**config.mk**
```make
export PLATFORM = sky130hd
export DESIGN_NAME = ysyx_24110015_fetch_ctrl
export DESIGN_NICKNAME = d
export VERILOG_FILES = /design/src/rtl/ysyx_24110015_fetch_pkg.sv /design/src/rtl/ysyx_24110015_fetch_outbuf.sv /design/src/rtl/ysyx_24110015_fetch_ctrl.sv
export SDC_FILE = /design/constraint.sdc
export NUM_CORES = 1
export LEC_CHECK = 0
export ABC_AREA = 1
export ABC_CLOCK_PERIOD_IN_PS = 15600
export CAP_MARGIN = 20
export CORE_MARGIN = 3
export CORE_UTILIZATION = 47
export DETAILED_ROUTE_END_ITERATION = 7
export GPL_ROUTABILITY_DRIVEN = 0
export GPL_TIMING_DRIVEN = 0
export PLACE_DENSITY = 0.88
export SLEW_MARGIN = 20
export SYNTH_ARGS = -nofsm -noshare
export SYNTH_HDL_FRONTEND = slang
export SYNTH_SLANG_ARGS = --single-unit
```
**constraint.sdc**
```tcl
create_clock -name clk -period 15.6 [get_ports clk]
set_clock_uncertainty 0.2 [all_clocks]
set_input_delay 2.34 -clock clk [delete_from_list [all_inputs] [get_ports clk]]
set_output_delay 2.34 -clock clk [all_outputs]
set_load 0.05 [all_outputs]
```
**src/rtl/ysyx_24110015_fetch_pkg.sv**
```systemverilog
// Shared types and constants for the instruction-fetch controller.
package ysyx_24110015_fetch_pkg;

  typedef enum logic [1:0] {
    REQ   = 2'd0,
    WAIT  = 2'd1,
    FLUSH = 2'd2,
    HALT  = 2'd3
  } fetch_state_e;

  localparam logic [31:0] NOP_INST         = 32'h0000_0013;
  localparam logic [31:0] DEFAULT_RESET_PC = 32'h3000_0000;

  typedef struct packed {
    logic [31:0] inst;
    logic [31:0] pc;
    logic [31:0] pred_pc;
    logic        pred_taken;
    logic        fault;
  } fetch_pkt_t;

endpackage

```
**src/rtl/ysyx_24110015_fetch_outbuf.sv**
```systemverilog
// One-entry valid/ready register holding a fetch packet; flush drops the entry.
// Payload is held while valid and not ready; load takes precedence over a pop.
module ysyx_24110015_fetch_outbuf
  import ysyx_24110015_fetch_pkg::*;
(
  input  logic       clk,
  input  logic       rst,
  input  logic       flush,
  input  logic       in_valid,
  input  fetch_pkt_t in_pkt,
  output logic       out_valid,
  input  logic       out_ready,
  output fetch_pkt_t out_pkt
);

  always_ff @(posedge clk or posedge rst) begin
    if (rst) begin
      out_valid <= 1'b0;
      out_pkt   <= '0;
    end else if (flush) begin
      out_valid <= 1'b0;
    end else if (in_valid) begin
      out_valid <= 1'b1;
      out_pkt   <= in_pkt;
    end else if (out_ready) begin
      out_valid <= 1'b0;
    end
  end

endmodule

```
**src/rtl/ysyx_24110015_fetch_ctrl.sv**
```systemverilog
// Fetch controller: owns the fetch PC, issues one imem request at a time,
// records the predicted next PC and hands instructions to decode; redirects on mispredict.
module ysyx_24110015_fetch_ctrl
  import ysyx_24110015_fetch_pkg::*;
#(
  parameter logic [31:0] RESET_PC = DEFAULT_RESET_PC
) (
  input  logic        clk,
  input  logic        rst,
  output logic [31:0] bp_pc_in,
  input  logic [31:0] bp_pc_predict,
  input  logic        bp_pc_predict_valid,
  output logic        imem_req_valid,
  input  logic        imem_req_ready,
  output logic [31:0] imem_addr,
  input  logic        imem_resp_valid,
  input  logic [31:0] imem_resp_data,
  input  logic        imem_resp_err,
  input  logic        redirect_valid,
  input  logic [31:0] redirect_pc,
  output logic        out_valid,
  input  logic        out_ready,
  output logic [31:0] out_inst,
  output logic [31:0] out_pc,
  output logic [31:0] out_pred_pc,
  output logic        out_pred_taken,
  output logic        out_fault
);

  fetch_state_e state, state_n;
  logic [31:0]  pc, pc_n, next_pc, next_pc_n;
  logic         pred_taken_q, pred_taken_n;
  logic         req_hs, load;
  fetch_pkt_t   load_pkt, out_pkt;
  logic         redirect_lsb_unused;

  assign bp_pc_in            = pc;
  assign imem_addr           = pc;
  assign imem_req_valid      = (state == REQ) && (!out_valid || out_ready);
  assign req_hs              = imem_req_valid && imem_req_ready;
  assign redirect_lsb_unused = ^redirect_pc[1:0];

  always_comb begin
    load_pkt.inst       = imem_resp_err ? NOP_INST : imem_resp_data;
    load_pkt.pc         = pc;
    load_pkt.pred_pc    = next_pc;
    load_pkt.pred_taken = pred_taken_q;
    load_pkt.fault      = imem_resp_err;
  end

  always_ff @(posedge clk or posedge rst) begin
    if (rst) begin
      state        <= REQ;
      pc           <= RESET_PC;
      next_pc      <= RESET_PC;
      pred_taken_q <= 1'b0;
    end else begin
      state        <= state_n;
      pc           <= pc_n;
      next_pc      <= next_pc_n;
      pred_taken_q <= pred_taken_n;
    end
  end

  always_comb begin
    state_n      = state;
    pc_n         = pc;
    next_pc_n    = next_pc;
    pred_taken_n = pred_taken_q;
    load         = 1'b0;

    case (state)
      REQ: begin
        if (req_hs) begin
          next_pc_n    = bp_pc_predict;
          pred_taken_n = bp_pc_predict_valid;
          state_n      = WAIT;
        end
      end
      WAIT: begin
        if (imem_resp_valid) begin
          load    = 1'b1;
          pc_n    = next_pc;
          state_n = imem_resp_err ? HALT : REQ;
        end
      end
      FLUSH: begin
        if (imem_resp_valid) state_n = REQ;
      end
      default: ;
    endcase

    // A redirect overrides everything; a request still in flight must be flushed.
    if (redirect_valid) begin
      load = 1'b0;
      pc_n = {redirect_pc[31:2], 2'b00};
      case (state)
        REQ:     state_n = req_hs ? FLUSH : REQ;
        WAIT:    state_n = imem_resp_valid ? REQ : FLUSH;
        FLUSH:   state_n = imem_resp_valid ? REQ : FLUSH;
        default: state_n = REQ;
      endcase
    end
  end

  ysyx_24110015_fetch_outbuf u_outbuf (
    .clk       (clk),
    .rst       (rst),
    .flush     (redirect_valid),
    .in_valid  (load),
    .in_pkt    (load_pkt),
    .out_valid (out_valid),
    .out_ready (out_ready),
    .out_pkt   (out_pkt)
  );

  assign out_inst       = out_pkt.inst;
  assign out_pc         = out_pkt.pc;
  assign out_pred_pc    = out_pkt.pred_pc;
  assign out_pred_taken = out_pkt.pred_taken;
  assign out_fault      = out_pkt.fault;

endmodule

```
# Yosys cells after proc, flatten, opt, wreduce, memory -nomap -nowiden
# Index checks and enable logic that the tools add are counted.
# word_totals
register_bits	166
in_bits	104
output_inout_bits	164
# classes
n_eq_ne	5
muxes	19
bitwise_logic	1
reduce_logical	14
# ops
op	count
$mux 32	4
$mux 2	7
$ne 3x3->1 const B	3
$mux 1	6
$pmux 2 s3	1
$reduce_and 2->1	3
$pmux 2 s2	1
$reduce_and 4->1	1
$reduce_bool 2->1	2
$reduce_bool 4->1	1
$reduce_bool 3->1	1
$eq 2x1->1 const B	1
$eq 2x2->1 const B	1
$logic_and 1x1->1	2
$logic_not 2->1	1
$reduce_or 2->1	1
$logic_not 1->1	1
$logic_or 1x1->1	1
$not 1->1	1

# Depth between registers and ports, before layout
# Gate-level depths: netlist (run 1).
# logic_depth
word_depth	7
ltp_mapped	9

# Cells and area by module
# A second synthesis (run 1) with hierarchy kept.
# hier_totals
hier_cells	873
area_unflattened_um2	7594.8
# modules_own_cells
module	n_inst	cells_each	area_per_inst_um2	seq_area_each_um2
ysyx_24110015_fetch_outbuf	1	430	3916.3	2477.4
ysyx_24110015_fetch_ctrl	1	443	3678.5	1681.6

# Worst setup path before layout (run 1)
# OpenSTA, ideal clock, no wires.
# synth_timing
path_kind	input -> output
startpoint	in out_ready
endpoint	out imem_req_valid
arrival_ps	2947
path_slack_ps	10113
cell_stages	3
path_buffers	1
path_cell_list	inv_1 -> a21oi_2 -> buf_2
# synth_via
elab_chain_cells	2
# synth_rtl
element	line	source
start: declaration	ysyx_24110015_fetch_ctrl.sv:22	input logic out_ready,
$logic_or 1x1->1	ysyx_24110015_fetch_ctrl.sv:39	assign imem_req_valid = (state == REQ) && (!out_valid || out_ready);
$logic_and 1x1->1	ysyx_24110015_fetch_ctrl.sv:39	
end: declaration	ysyx_24110015_fetch_ctrl.sv:13	output logic imem_req_valid,
# No other way between the ends.

# Worst setup path after layout (run 1)
# Same ends and word-level chain as after synthesis.

==> results.yml, run 1 <==
setup_path:
  rr_startpoint: "state[1]"
  worstPathArrival_ns: 4.32
  max_stage_delay_ns: 0.85
  crit_family: "buffers and inverters"
  required_ns: 13.06
  r2r_end: "u_outbuf.out_pkt[41]"
  cp_common_cell: "clkdlybuf4s50_1"
  critPathSlowestCell: "clkdlybuf4s50_1"
  critPathKind: "input pin to output port"
  path_cells: "clkdlybuf4s50_1, inv_1, a21oi_2, buf_2, clkdlybuf4s50_1"
  worstPathMaxFanout: 10
  ff2ff_path_depth: 8
  r2r_slack_ns: 13.61
  end_kind: "output port"
  cp-start-kind: "input pin"
  path_buf_inv: 4
sta:
  fin_crit_sh: 0.440
  setup_tns_ns: 0
  fin_crit_ns: 6.86
  finalHoldViolCount: 0
  finalSetupViolCount: 0
  fmax_mhz: 146
  timing.hold.ws_ns: 0.271
  fin_ws_ns: 8.74
  worst_pin_slew_ns: 0.605
  rsz0062_at_grt: "no"
  slew_violations: 0
  slew_headroom: 0.597
logic_synthesis:
  synth-adder-area-share: 0.00726
  yosysUniqueCellTypes: 21
  synthMuxAreaShare: 0
  post_synth.cell_area_avg_um2: 9.79
  synth_top_cell_by_area: "dfrtp_1"
  yosysMostFrequentCell: "nand2_1"
  syn_area_um2: 6890
  synth_edf_count: 0
  synth_top_family_by_area: "simple AND/OR/NAND/NOR gates"
  yosys.area_share.simple: 0.172
  synth_compound_area_frac: 0.0958
  synth-xor-area-share: 0
  yosys_warnings: 0
  synth_top_area_share: 0.588
  synth-main-ff-cell: "dfrtp_1"
  synthArstFlopShare: 1.00
  synthTopCellsByArea: "dfrtp_1 (59%), nand2_1 (13%), buf_4 (7.6%), a22o_1 (3.7%), o211ai_1 (3.2%)"
  synthTopCellsByCount: "nand2_1 (244), dfrtp_1 (162), buf_4 (70)"
  seq_area_frac_synth: 0.603
  synth_seq_cells: 166
  syn_nets: 812
  syn_inst: 704
finish:
  instances_no_fill: 1180
  syn2layout_area_growth_pct: 50.3
  fin_nets: 1095
  drive_above_1_share: 0.132
  insertedDiodeCount: 0
  utilization: 0.735
route:
  vias: 5889
  post-route-drc-count: 0
  drt_iter0_drc: 307
  dr.pass1.iters: 5
  drt_wl_total_um: 20400
  route.met3.wl_um: 1700
  wl_met1_um: 8210
  viasPerCell: 4.99
  routed-wl-met2_um: 10300
  dr.max_layer_used: "met4"
  wl_per_cell_um: 17.3
  ant_nets: 0
flow_run:
  drv_cap: 0
floorplanning:
  die_y_um: 127
  start_util: 0.489
  die_area_um2: 16200
  fp.dieW_um: 127
  ios: 268
  core.rowCount: 43
  coreArea_um2: 14100
clock_network:
  htree_levels: 4
  ctsResizeCount: 0
  root_buffer: "clkbuf_16"
  cts_sinks: 166
  clockBufferDepth: 2
  cts_setup_buffers: 0
  clock_latency_ns: 0.42
  clk_pin_slew_ns: 0.06
  cts_tree: "done"
  cts_hold_buf: 0
  numCtsBuffers: 17
hold_path:
  holdPathEnd: "u_outbuf.out_pkt[3]"
  hold_depth: 2
  hold_path.class: "flop to flop"
  hp-start: "u_outbuf.out_pkt[3]"
global_routing:
  grt-ovfl-total: 0
  grt_usage: 0.255
  grt_pass1_wl_um: 32100
  grt_max_degree: 108
  first_global_vias: 6113
  antenna_found_initial: 0
power:
  intPower_w: 0.00127
  switching_share: 0.464
  clkPwrFrac: 0.169
  p_leak_nw: 4.98
  pwr_density_cell_nw_per_um2: 229
  pwr-share-comb: 0.527
  p_seq_frac: 0.303
  peakVddDrop_v: 0.000112
  switchingPower_w: 0.00110
placed_design:
  port_buffers: 263
  hpwl_um: 15000
  post-place-ws_ns: 8.72
  dp.cells: 1148
outcome:
  status: "completed"
flip-flops by register name, indices dropped and copies added, names as in the netlist:
register,cells
u_outbuf.out_pkt,98
bp_pc_in,32
next_pc,32
state,2
pred_taken_q,1
u_outbuf.out_valid,1
cell usage in the layout (no fill, tap or decap):
| cell | netlist | routed |
|---|---|---|
| dfrtp_1 | 162 | 162 |
| buf_1 | 1 | 1 |
| nor2_4 | 2 | 2 |
| clkinv_2 | 0 | 2 |
| inv_4 | 1 | 1 |
| nor2_1 | 12 | 12 |
| dfstp_2 | 4 | 4 |
| inv_6 | 0 | 1 |
| a21oi_2 | 1 | 1 |
| nand3_1 | 39 | 39 |
| a21oi_1 | 2 | 2 |
| clkinv_4 | 0 | 3 |
| o21ai_0 | 23 | 23 |
| clkbuf_1 | 9 | 11 |
| o21ai_1 | 11 | 11 |
| clkdlybuf4s50_1 | 0 | 263 |
| nand2_1 | 244 | 244 |
| inv_8 | 0 | 1 |
| buf_6 | 3 | 3 |
| ha_1 | 4 | 4 |
| buf_4 | 70 | 70 |
| buf_16 | 0 | 1 |
| clkbuf_16 | 0 | 17 |
| clkbuf_8 | 0 | 3 |
| clkinvlp_4 | 0 | 3 |
| nand2_2 | 1 | 1 |
| o211ai_1 | 29 | 29 |
| inv_1 | 39 | 38 |
| buf_2 | 18 | 18 |
| a22o_1 | 29 | 29 |
| bufinv_16 | 0 | 1 |
metrics by stage:
| step | total power (W) | cell area [µm²] |
|---|---|---|
| 6_report | 0.00238 | 10400 |
| 5_1_grt | 0.00249 | 10400 |
| 4_1_cts | 0.00239 | 10400 |
| 3_5_place_dp | 0.00198 | 9790 |
| 3_3_place_gp | 0.00195 | 9750 |
| 2_1_floorplan | 0.00154 | 6890 |
power by group through the flow:
stage          combinational [W]  clock [W]  sequential (W)
2_1_floorplan           0.000412          0         0.00112
4_1_cts                  0.00126   0.000409        0.000720
3_3_place_gp             0.00123          0        0.000715
5_1_grt                  0.00132   0.000427        0.000741
3_5_place_dp             0.00126          0        0.000723
6_report                 0.00125   0.000403        0.000720
routing by layer:
metal | global-route usage | vias to the layer above
met3 | 0.0882 | 16
met2 | 0.441 | 259
li1 | - | 2775
met1 | 0.309 | 2839
met5 | 0 | -
met4 | 0.0612 | 0
cell families after synthesis:
group | count (synthesis)
AO/OA/AOI/OAI | 95
AND/OR/NAND/NOR | 298
flip-flops | 166
adder cells (fa/ha/maj) | 4
buffers and inverters | 141
worst max path at each step:
stage          startpoint             end  slack [ns]  depth (start not counted)
3_3_place_gp          rst     bp_pc_in[6]        6.47                          2
5_1_grt         out_ready  imem_req_valid        8.66                          5
3_5_place_dp    out_ready  imem_req_valid        8.72                          5
6_report        out_ready  imem_req_valid        8.74                          5
4_1_cts         out_ready  imem_req_valid        8.71                          5
2_1_floorplan         rst     bp_pc_in[0]        8.58                          1
cell type report:
cell class | instances | area [µm²]
well taps | 180 | 225
clock inverters | 10 | 97.6
flip-flops and latches | 166 | 4160
clock buffers | 22 | 474
repair buffers | 264 | 2660
multi-input cells | 397 | 1900
plain buffers | 101 | 687
inverters | 40 | 160
fillers | 989 | 3740
worst reg2reg max path: cells and delay by family, from the launching register on:
kind,cells,cell delay (ns)
adder cells (fa/ha/maj),1,0.23
buffers and inverters,3,0.68
flip-flops,1,0.40
AND/OR/NAND/NOR,3,0.30
AO/OA/AOI/OAI,1,0.10
Power figures use the tool's default switching activity.
==> inputs of run 2 (changes only) <==
--- a/config.mk
+++ b/config.mk
@@ -6,14 +6,14 @@
 export NUM_CORES = 1
 export LEC_CHECK = 0
 export ABC_AREA = 1
-export ABC_CLOCK_PERIOD_IN_PS = 15600
+export ABC_CLOCK_PERIOD_IN_PS = 5650
 export CAP_MARGIN = 20
 export CORE_MARGIN = 3
-export CORE_UTILIZATION = 47
+export CORE_UTILIZATION = 40
 export DETAILED_ROUTE_END_ITERATION = 7
 export GPL_ROUTABILITY_DRIVEN = 0
 export GPL_TIMING_DRIVEN = 0
-export PLACE_DENSITY = 0.88
+export PLACE_DENSITY = 0.8
 export SLEW_MARGIN = 20
 export SYNTH_ARGS = -nofsm -noshare
 export SYNTH_HDL_FRONTEND = slang
==> constraint.sdc (replaced) <==
create_clock -name clk -period 5.65 [get_ports clk]
set_clock_uncertainty 0.2 [all_clocks]
set_input_delay 0.8475 -clock clk [delete_from_list [all_inputs] [get_ports clk]]
set_output_delay 0.8475 -clock clk [all_outputs]
set_load 0.05 [all_outputs]
==> results.yml, run 2 (synthesis results as in run 1) <==
outcome:
  status: "completed"
route:
  viasPerCell: 4.75
  dr.pass1.iters: 4
  drt_wl_total_um: 20400
  drt_iter0_drc: 312
  wl_per_cell_um: 16.7
  post-route-drc-count: 0
  vias: 5789
  ant_nets: 0
clock_network:
  cts_sinks: 166
  cts_hold_buf: 0
  cts_setup_buffers: 0
  ctsResizeCount: 0
  clk_pin_slew_ns: 0.06
  clockBufferDepth: 2
  root_buffer: "clkbuf_16"
  clock_latency_ns: 0.42
  numCtsBuffers: 17
  cts_tree: "done"
  htree_levels: 4
setup_path:
  r2r_slack_ns: 3.67
  cp-startpoint: "out_ready"
  worstPathMaxFanout: 10
  r2r_end: "u_outbuf.out_pkt[40]"
  end_kind: "output port"
  critPathKind: "input pin to output port"
  ff2ff_path_depth: 8
  rr_startpoint: "state[1]"
  required_ns: 4.60
  cp-start-kind: "input pin"
  worstPathArrival_ns: 2.90
power:
  power_w: 0.00663
  peakVddDrop_v: 0.000327
  p_leak_nw: 5.01
  pwr_density_cell_nw_per_um2: 634
finish:
  syn2layout_area_growth_pct: 51.6
  multi_input_area_um2: 1900
  utilization: 0.626
  regMostFlops: "u_outbuf.out_pkt"
  regArea_um2: 4160
  layout_commonest_cell: "clkdlybuf4s50_1"
  drive_above_1_share: 0.133
  largest_reg_flops: 98
  insertedDiodeCount: 0
  fin_nets: 1095
  fillers: 1391
  mostFrequentLayoutCells: "clkdlybuf4s50_1 (263), nand2_1 (244), dfrtp_1 (162)"
  instances_no_fill: 1220
floorplanning:
  ios: 268
  start_util: 0.413
  die_area_um2: 18800
  coreArea_um2: 16700
  fp.dieW_um: 137
  core.rowCount: 47
  die_y_um: 137
global_routing:
  first_global_vias: 5846
  antenna_found_initial: 0
  grt-ovfl-total: 0
  grt_max_degree: 101
  grt_usage: 0.217
  grt_pass1_wl_um: 31200
sta:
  finalSetupViolCount: 0
  rsz0062_at_grt: "no"
  finalHoldViolCount: 0
  fmax_mhz: 253
  fin_crit_ns: 3.95
  fin_crit_sh: 0.699
  worst_pin_slew_ns: 0.625
  slew_violations: 0
  timing.hold.ws_ns: 0.267
  slew_headroom: 0.584
hold_path:
  hold_depth: 2
  hp-start: "next_pc[29]"
  holdPathEnd: "next_pc[29]"
  hold_path.class: "flop to flop"
placed_design:
  port_buffers: 263
  hpwl_um: 15300
  dp.cells: 1188
flow_run:
  drv_cap: 0
-- run 2: power breakdown --
| group | switching (W) | internal, W | leakage (nW) |
|---|---|---|---|
| registers | 0.000290 | 0.00169 | 2.09 |
| logic | 0.00226 | 0.00118 | 2.62 |
| clock network | 0.000479 | 0.000732 | 0.300 |
| total | 0.00303 | 0.00360 | 5.01 |
-- run 2: area by class of cell --
cell class	count	area share
repair buffers	264	0.254
clock inverters	11	0.0140
clock buffers	21	0.0450
inverters	40	0.0153
plain buffers	101	0.0657
flip-flops and latches	166	0.398
well taps	220	0.0263
multi-input cells	397	0.181
-- run 2: worst max path at each step --
| stage | endpoint |
|---|---|
| finish | imem_req_valid |
| global route | imem_req_valid |
| CTS | imem_req_valid |
| detailed placement | imem_req_valid |
| global placement | u_outbuf.out_pkt[40] |
| floorplan | bp_pc_in[0] |
-- run 2: critical path, cell delays in order --
cell             delay (ns)
clkdlybuf4s50_1        0.45
inv_1                  0.05
a21oi_2                0.38
buf_2                  0.31
clkdlybuf4s50_1        0.85
-- run 2: metal layers --
metal | share of wire | vias to the layer above | track usage
met5 | 0 | - | 0
met4 | 0.020 | 0 | 0.0665
met3 | 0.088 | 27 | 0.0738
met2 | 0.48 | 245 | 0.357
met1 | 0.41 | 2735 | 0.270
li1 | - | 2782 | -
-- run 2: per-stage QoR --
stage	TNS (ns)	setup WS, ns	cell area, µm²
after floorplan	0	0.119	6890
after global placement	-338.69	-2.10	9800
after detailed placement	0	1.70	9840
after CTS	0	1.70	10500
after global routing	0	1.62	10500
final	0	1.70	10500
==> inputs of run 3 (changes only) <==
--- a/config.mk
+++ b/config.mk
@@ -6,14 +6,14 @@
 export NUM_CORES = 1
 export LEC_CHECK = 0
 export ABC_AREA = 1
-export ABC_CLOCK_PERIOD_IN_PS = 5650
+export ABC_CLOCK_PERIOD_IN_PS = 4000
 export CAP_MARGIN = 20
 export CORE_MARGIN = 3
-export CORE_UTILIZATION = 40
+export CORE_UTILIZATION = 44
 export DETAILED_ROUTE_END_ITERATION = 7
 export GPL_ROUTABILITY_DRIVEN = 0
 export GPL_TIMING_DRIVEN = 0
-export PLACE_DENSITY = 0.8
+export PLACE_DENSITY = 0.84
 export SLEW_MARGIN = 20
 export SYNTH_ARGS = -nofsm -noshare
 export SYNTH_HDL_FRONTEND = slang
==> constraint.sdc (replaced) <==
create_clock -name clk -period 4 [get_ports clk]
set_clock_uncertainty 0.2 [all_clocks]
set_input_delay 0.6 -clock clk [delete_from_list [all_inputs] [get_ports clk]]
set_output_delay 0.6 -clock clk [all_outputs]
set_load 0.05 [all_outputs]
==> results.yml, run 3 (synthesis results as in run 1) <==
outcome:
  status: "completed"
setup_path:
  worstPathArrival_ns: 2.58
  critPathKind: "flop to output port"
  cp-start-kind: "flop"
  required_ns: 3.20
  end_kind: "output port"
  worstPathMaxFanout: 10
clock_network:
  numCtsBuffers: 17
  root_buffer: "clkbuf_16"
  ctsResizeCount: 0
  clock_latency_ns: 0.42
  cts_tree: "done"
  cts_hold_buf: 0
  cts_sinks: 166
  clockBufferDepth: 2
  cts_setup_buffers: 0
  htree_levels: 4
  clk_pin_slew_ns: 0.06
route:
  post-route-drc-count: 0
  vias: 5813
  wl_per_cell_um: 16.5
  viasPerCell: 4.78
  drt_wl_total_um: 20000
  ant_nets: 0
  drt_iter0_drc: 312
  dr.pass1.iters: 4
sta:
  worst_pin_slew_ns: 0.619
  finalSetupViolCount: 0
  fin_crit_ns: 3.38
  fin_crit_sh: 0.845
  fin_ws_ns: 0.620
  slew_violations: 0
  setup_tns_ns: 0
  finalHoldViolCount: 0
  rsz0062_at_grt: "no"
  slew_headroom: 0.588
  fmax_mhz: 296
finish:
  layout_commonest_cell: "clkdlybuf4s50_1"
  largest_reg_flops: 98
  syn2layout_area_growth_pct: 52.5
  mostFrequentLayoutCells: "clkdlybuf4s50_1 (263), nand2_1 (244), dfrtp_1 (162)"
  regMostFlops: "u_outbuf.out_pkt"
  fillers: 1183
  fin_nets: 1099
  drive_above_1_share: 0.134
  insertedDiodeCount: 0
  multi_input_area_um2: 1900
  regArea_um2: 4160
global_routing:
  first_global_vias: 6118
  grt_usage: 0.235
  grt_pass1_wl_um: 32300
  grt_max_degree: 35
  grt-ovfl-total: 0
  antenna_found_initial: 0
floorplanning:
  ios: 268
  coreArea_um2: 15300
  fp.dieW_um: 131
  core.rowCount: 45
  start_util: 0.452
  die_area_um2: 17200
  die_y_um: 131
hold_path:
  hold_path.class: "flop to flop"
placed_design:
  port_buffers: 263
  hpwl_um: 15000
  post-place-ws_ns: 0.653
power:
  intPower_w: 0.00508
  switchingPower_w: 0.00427
  pwr-share-comb: 0.521
  pwr_density_cell_nw_per_um2: 890
  p_seq_frac: 0.299
  peakVddDrop_v: 0.000438
  clkPwrFrac: 0.180
  switching_share: 0.456
  p_leak_nw: 5.03
flow_run:
  drv_cap: 0
## run 3: per-layer routing
layer / vias up / GRT usage / share of wire
met4: 0 / 0.0805 / 0.024
met5: - / 0 / 0
met2: 236 / 0.396 / 0.48
met1: 2773 / 0.293 / 0.41
met3: 32 / 0.0674 / 0.079
li1: 2772 / - / -
## run 3: worst max-delay path, stage by stage, from the launching register on
cell	delay, ns
dfrtp_1	0.42
inv_1	0.10
ha_1	0.17
inv_1	0.06
a21oi_2	0.28
buf_2	0.28
clkdlybuf4s50_1	0.85
## run 3: metrics by stage
step	util	cell area, µm²	power (W)	hold WS [ns]	std cells
floorplan	-	6900	0.00599	0.247	704
global placement	0.642	9790	0.00760	0.252	1178
detailed placement	0.649	9900	0.00770	0.257	1183
CTS	0.689	10500	0.00942	0.272	1215
global route	0.689	10500	0.00980	0.300	1215
finish	0.689	10500	0.00935	0.269	1215
## run 3: path summary, 6_finish.rpt
check,from,endpoint,slack [ns],cells past startpoint
setup / recovery,state[0],imem_req_valid,0.62,6
setup reg to reg,state[1],u_outbuf.out_pkt[44],1.97,8
min in group asynchronous,rst,bp_pc_in[24],0.35,2
max in group asynchronous,rst,next_pc[29],2.45,4
hold reg to reg,u_outbuf.out_pkt[13],u_outbuf.out_pkt[13],0.27,2
hold / removal,u_outbuf.out_pkt[13],u_outbuf.out_pkt[13],0.27,2
## run 3: final cells by class
class | instances | share of cell area
clock inverter | 10 | 0.0137
clock buffer | 22 | 0.0442
inverter | 40 | 0.0149
buffer | 101 | 0.0654
multi-input combinational | 397 | 0.180
timing repair buffer | 268 | 0.261
tap | 211 | 0.0251
sequential | 166 | 0.396
## run 3: power by group through the flow
stage,Combinational [W],Clock (W),Sequential (W)
CTS,0.00491,0.00171,0.00280
global placement,0.00481,0,0.00279
global route,0.00514,0.00177,0.00288
detailed placement,0.00489,0,0.00282
floorplan,0.00161,0,0.00439
finish,0.00487,0.00168,0.00280
